[src/rtl/secret_number_gen_pkg.sv]
// Shared definitions for the guessing-game secret generator: number width,
// LFSR polynomial, draw FSM encoding and the default legal range.
package secret_number_gen_pkg;

    localparam int NUM_W = 7;

    // x^7 + x^6 + 1: feedback taps on bits 6 and 5.
    localparam logic [NUM_W-1:0] LFSR_TAP = 7'h60;

    localparam logic [NUM_W-1:0] DEFAULT_MIN = 7'd1;
    localparam logic [NUM_W-1:0] DEFAULT_MAX = 7'd99;

    typedef enum logic {
        DRAW  = 1'b0,
        READY = 1'b1
    } draw_state_t;

    function automatic logic [NUM_W-1:0] lfsr_next(input logic [NUM_W-1:0] v);
        return {v[NUM_W-2:0], ^(v & LFSR_TAP)};
    endfunction

endpackage

[src/rtl/secret_number_gen_lfsr7.sv]
// Free-running 7-bit Fibonacci LFSR with synchronous seed load.
// A zero seed is replaced by 1 so the register can never lock up.
module lfsr7
    import secret_number_gen_pkg::*;
#(
    parameter logic [NUM_W-1:0] SEED = 7'h5A
) (
    input  logic             clk,
    input  logic             reset,
    input  logic             load,
    input  logic [NUM_W-1:0] load_val,
    output logic [NUM_W-1:0] value
);

    logic [NUM_W-1:0] value_reg;

    always_ff @(posedge clk or negedge reset) begin
        if (!reset) begin
            value_reg <= SEED;
        end else if (load) begin
            value_reg <= (load_val == '0) ? NUM_W'(1) : load_val;
        end else begin
            value_reg <= lfsr_next(value_reg);
        end
    end

    assign value = value_reg;

endmodule

[src/rtl/secret_number_gen.sv]
// Draws a secret in [MIN_VAL, MAX_VAL] from the LFSR after reset or new_game,
// falling back to MIN_VAL after MAX_TRIES rejected draws, then holds it.
module secret_number_gen
    import secret_number_gen_pkg::*;
#(
    parameter logic [NUM_W-1:0] SEED_DEFAULT = 7'h5A,
    parameter logic [NUM_W-1:0] MIN_VAL      = DEFAULT_MIN,
    parameter logic [NUM_W-1:0] MAX_VAL      = DEFAULT_MAX,
    parameter int               MAX_TRIES    = 16
) (
    input  logic             clk,
    input  logic             reset,
    input  logic             new_game,
    input  logic             seed_load,
    input  logic [NUM_W-1:0] seed,
    output logic [NUM_W-1:0] actual_number,
    output logic             number_valid,
    output logic             draw_busy
);

    localparam logic [7:0] LAST_TRY = 8'(MAX_TRIES - 1);

    logic [NUM_W-1:0] lfsr_value;
    logic             in_range;

    draw_state_t      state_reg;
    logic [NUM_W-1:0] number_reg;
    logic             valid_reg;
    logic             busy_reg;
    logic [7:0]       try_cnt_reg;

    lfsr7 #(
        .SEED (SEED_DEFAULT)
    ) u_lfsr (
        .clk      (clk),
        .reset    (reset),
        .load     (seed_load),
        .load_val (seed),
        .value    (lfsr_value)
    );

    assign in_range = (lfsr_value >= MIN_VAL) && (lfsr_value <= MAX_VAL);

    always_ff @(posedge clk or negedge reset) begin
        if (!reset) begin
            state_reg   <= DRAW;
            number_reg  <= '0;
            valid_reg   <= 1'b0;
            busy_reg    <= 1'b1;
            try_cnt_reg <= '0;
        end else begin
            case (state_reg)
                DRAW: begin
                    // new_game is deliberately not looked at while drawing.
                    if (in_range) begin
                        number_reg  <= lfsr_value;
                        valid_reg   <= 1'b1;
                        busy_reg    <= 1'b0;
                        try_cnt_reg <= '0;
                        state_reg   <= READY;
                    end else if (try_cnt_reg == LAST_TRY) begin
                        number_reg  <= MIN_VAL;
                        valid_reg   <= 1'b1;
                        busy_reg    <= 1'b0;
                        try_cnt_reg <= '0;
                        state_reg   <= READY;
                    end else begin
                        try_cnt_reg <= try_cnt_reg + 8'd1;
                    end
                end
                READY: begin
                    if (new_game) begin
                        number_reg  <= '0;
                        valid_reg   <= 1'b0;
                        busy_reg    <= 1'b1;
                        try_cnt_reg <= '0;
                        state_reg   <= DRAW;
                    end
                end
            endcase
        end
    end

    assign actual_number = number_reg;
    assign number_valid  = valid_reg;
    assign draw_busy     = busy_reg;

endmodule

[config.mk]
export PLATFORM = sky130hd
export DESIGN_NAME = secret_number_gen
export DESIGN_NICKNAME = d
export VERILOG_FILES = /design/src/rtl/secret_number_gen_pkg.sv /design/src/rtl/secret_number_gen_lfsr7.sv /design/src/rtl/secret_number_gen.sv
export SDC_FILE = /design/constraint.sdc
export NUM_CORES = 1
export LEC_CHECK = 0
export ABC_AREA = 1
export ABC_CLOCK_PERIOD_IN_PS = 3910
export BUFFER_PORTS_ARGS = -buffer_cell sky130_fd_sc_hd__buf_2
export CORE_AREA = 2 2 81 52
export CTS_BUF_LIST = sky130_fd_sc_hd__clkbuf_4
export DETAILED_ROUTE_END_ITERATION = 12
export DIE_AREA = 0 0 83 54
export SLEW_MARGIN = 10
export SYNTH_ARGS = -nofsm -noshare
export SYNTH_HDL_FRONTEND = slang
export SYNTH_SLANG_ARGS = --single-unit
[constraint.sdc]
create_clock -name clk -period 3.91 [get_ports clk]
set_input_delay 0.391 -clock clk [delete_from_list [all_inputs] [get_ports clk]]
set_output_delay 0.391 -clock clk [all_outputs]
set_load 0.1 [all_outputs]
==> impl_metrics.csv <==
group,metric,value,unit
run_status,status,"finished clean",
route,vias,949,
yosys,syn-instance-count,148,
finish,layout_common_cells,"nand2_1, dfrtp_1, buf_2",
sta,tns,0,ns
sta,max-slew-margin-rel,63.30,%
place,gp_routability_congestion,0.7792,
worst_setup_path,path_buf_inv,1,
place,pre_cts_ws,2.092,ns
worst_setup_path,crit_chain,"inv_1, ha_1, nand2_1, nand2_1, a21oi_2, nand3_4, nand3_4, nand2_4, nand2_1, nand2_1",
clocking,cts_tree,"done",
sta,worst_slack,2.065,ns
yosys,yosys.area.top_type_share,39.37,%
worst_setup_path,crit_family,"simple AND/OR/NAND/NOR gates",
sta,setup_viol,0,
sta,timing_hold_violations_final,0,
yosys,synth_warnings,0,
worst_setup_path,cp-end-kind,"flop",
yosys,synth_fp_nets,163,
route,wl_per_cell,10.58,microns
clocking,clock_latency,0.32,ns
finish,syn2layout_area_growth,12.50,%
place,dp_cells,214,
route,detail_route.vias_per_cell,4.353,
worst_setup_path,startpoint_type,"flop",
worst_setup_path,cp.arrival,2.07,ns
floorplanning,fp.coreArea,3851,sq um
finish,drive_gt1_share,24.40,%
sta,fmax,0.5421,GHz
finish,finalNonFillerCells,218,
sta,fin_skew,0.007396,ns
floorplanning,initial_utilization,33.01,%
flow_run,drv_cap,0,
power,finalPower,1045,uW
power,ir_worst_vdd,403.1,uV
yosys,yosys-top-cells-area,"dfrtp_1, nand2_1, dfstp_2",
clocking,clock_sinks,25,
route,drt_iter0_drc,44,
sta,rsz0062_at_grt,"no",
route,route.detailed.drc,0,
grt,grt_pass1_wl,4126,microns
floorplanning,die_w,83,microns
yosys,yosysUniqueCellTypes,28,
floorplanning,die_y,54,microns
clocking,cts_hold_buf,0,
route,firstDrtPassIters,4,
worst_setup_path,critical_path.most_common_cell,"nand2_1",
clocking,clk_path_buf_depth,2,
finish,fin_util,37.13,%
route,wirelength,2307,microns
worst_setup_path,crit_slowest_cell,"dfstp_2",
floorplanning,rows,18,
grt,grt_max_degree,26,
yosys,synthesis.area,1271,sq um
yosys,ys_seq_area_share,49.70,%
clocking,root_buffer,"clkbuf_4",
sta,finalCriticalPeriod,1.845,ns
finish,fin_nets,184,
grt,globalRoute.totalOverflow,0,
clocking,post_cts_resized,0,
grt,grt_pass1_vias,870,
power,p_leak,0.0007376,uW
floorplanning,ioPinCount,20,
yosys,synth.avg_cell_area,8.589,sq um
finish,largest_reg_flops,8,
grt,antenna_found_initial,0,
clocking,numCtsBuffers,3,
worst_setup_path,slowest_delay,0.60,ns
worst_setup_path,cp.required,4.13,ns
hold_path,holdCritPathClass,"input pin to asynchronous set/reset pin",
power,pwr_density_cell,730.5,nW/um^2
sta,maxSlewViolCount,0,
finish,diodes,0,
grt,grtUsageTotal,11.79,%
sta,tightest_slew,0.5505,ns
finish,mostFrequentLayoutCell,"nand2_1",
floorplanning,dieArea,4482,sq um
clocking,path_clk_slew,0.14,ns
clocking,postCtsSetupRepairBufs,0,
place,portBuffers,19,
route,ant_nets,0,
place,dp_hpwl,1818,microns
yosys,synth.ff_latch_count,25,
sta,period_share,47.18,%
clocking,ctsHtreeMaxLevel,1,
worst_setup_path,critical_path_class,"flop to flop",
yosys,synth_top_area_cell,"dfrtp_1",
worst_setup_path,cp_max_fo,12,
cells by family after synthesis:
family / share of synthesized area, %
multiplexers: 3.445
adder cells (fa/ha/maj): 3.937
AND/OR/NAND/NOR: 30.41
XOR/XNOR: 1.378
AO/OA/AOI/OAI: 4.035
buffers and inverters: 7.086
flip-flops: 49.71
stage by stage:
stage | hold WS [ns] | cell area (sq um)
floorplan | 0.09541 | 1271
global placement | 0.4149 | 1403
detailed placement | 0.4209 | 1403
CTS | 0.04663 | 1430
global route | 0.03883 | 1430
finish | 0.03120 | 1430
per-layer routing:
metal	vias up	routed length, microns	global-route usage, %
li1	505	-	-
met1	420	1337	18.18
met2	21	872	16.26
met3	3	88	2.607
met4	0	8	3.279
met5	-	0	0
layout make-up:
class	instances	area, sq um
timing repair buffer	19	95.09
inverter	17	63.81
tap	50	62.56
sequential	25	631.9
multi-input combinational	103	549.3
fill	400	2421
clock inverter	1	5.005
clock buffer	3	22.52
report_power, final:
| part | leakage (uW) | internal (uW) | total (uW) | switching (uW) |
|---|---|---|---|---|
| combinational | 0.000407 | 96.2 | 552 | 456 |
| sequential | 0.000312 | 331 | 378 | 46.9 |
| clock | 0.0000177 | 38.3 | 115 | 76.6 |
| total | 0.000738 | 466 | 1040 | 579 |
synthesized netlist by cell type, drive strengths merged:
cell	n
nand2	55
nand4	4
and3	1
o22ai	1
o21ai	5
clkbuf	1
or2	1
nor3	1
dfrtp	20
dfstp	5
mux2i	1
xnor2	1
buf	2
inv	17
ha	4
xor2	1
a31oi	1
nor4	1
nand3	6
mux2	3
nor2	15
a21oi	2
worst paths after layout:
| path | from | end | slack, ns | depth (start not counted) |
|---|---|---|---|---|
| worst min register to register | draw_busy | draw_busy | 0.48 | 2 |
| max in group asynchronous | reset | u_lfsr.value[4] | 3.49 | 1 |
| worst max register to register | u_lfsr.value[6] | actual_number[6] | 2.07 | 10 |
| min in group clk | new_game | draw_busy | 0.27 | 3 |
| worst min-delay path | reset | state_reg | 0.03 | 1 |
| worst max-delay path | u_lfsr.value[6] | actual_number[6] | 2.07 | 10 |
(Power assumes the default switching activity.)
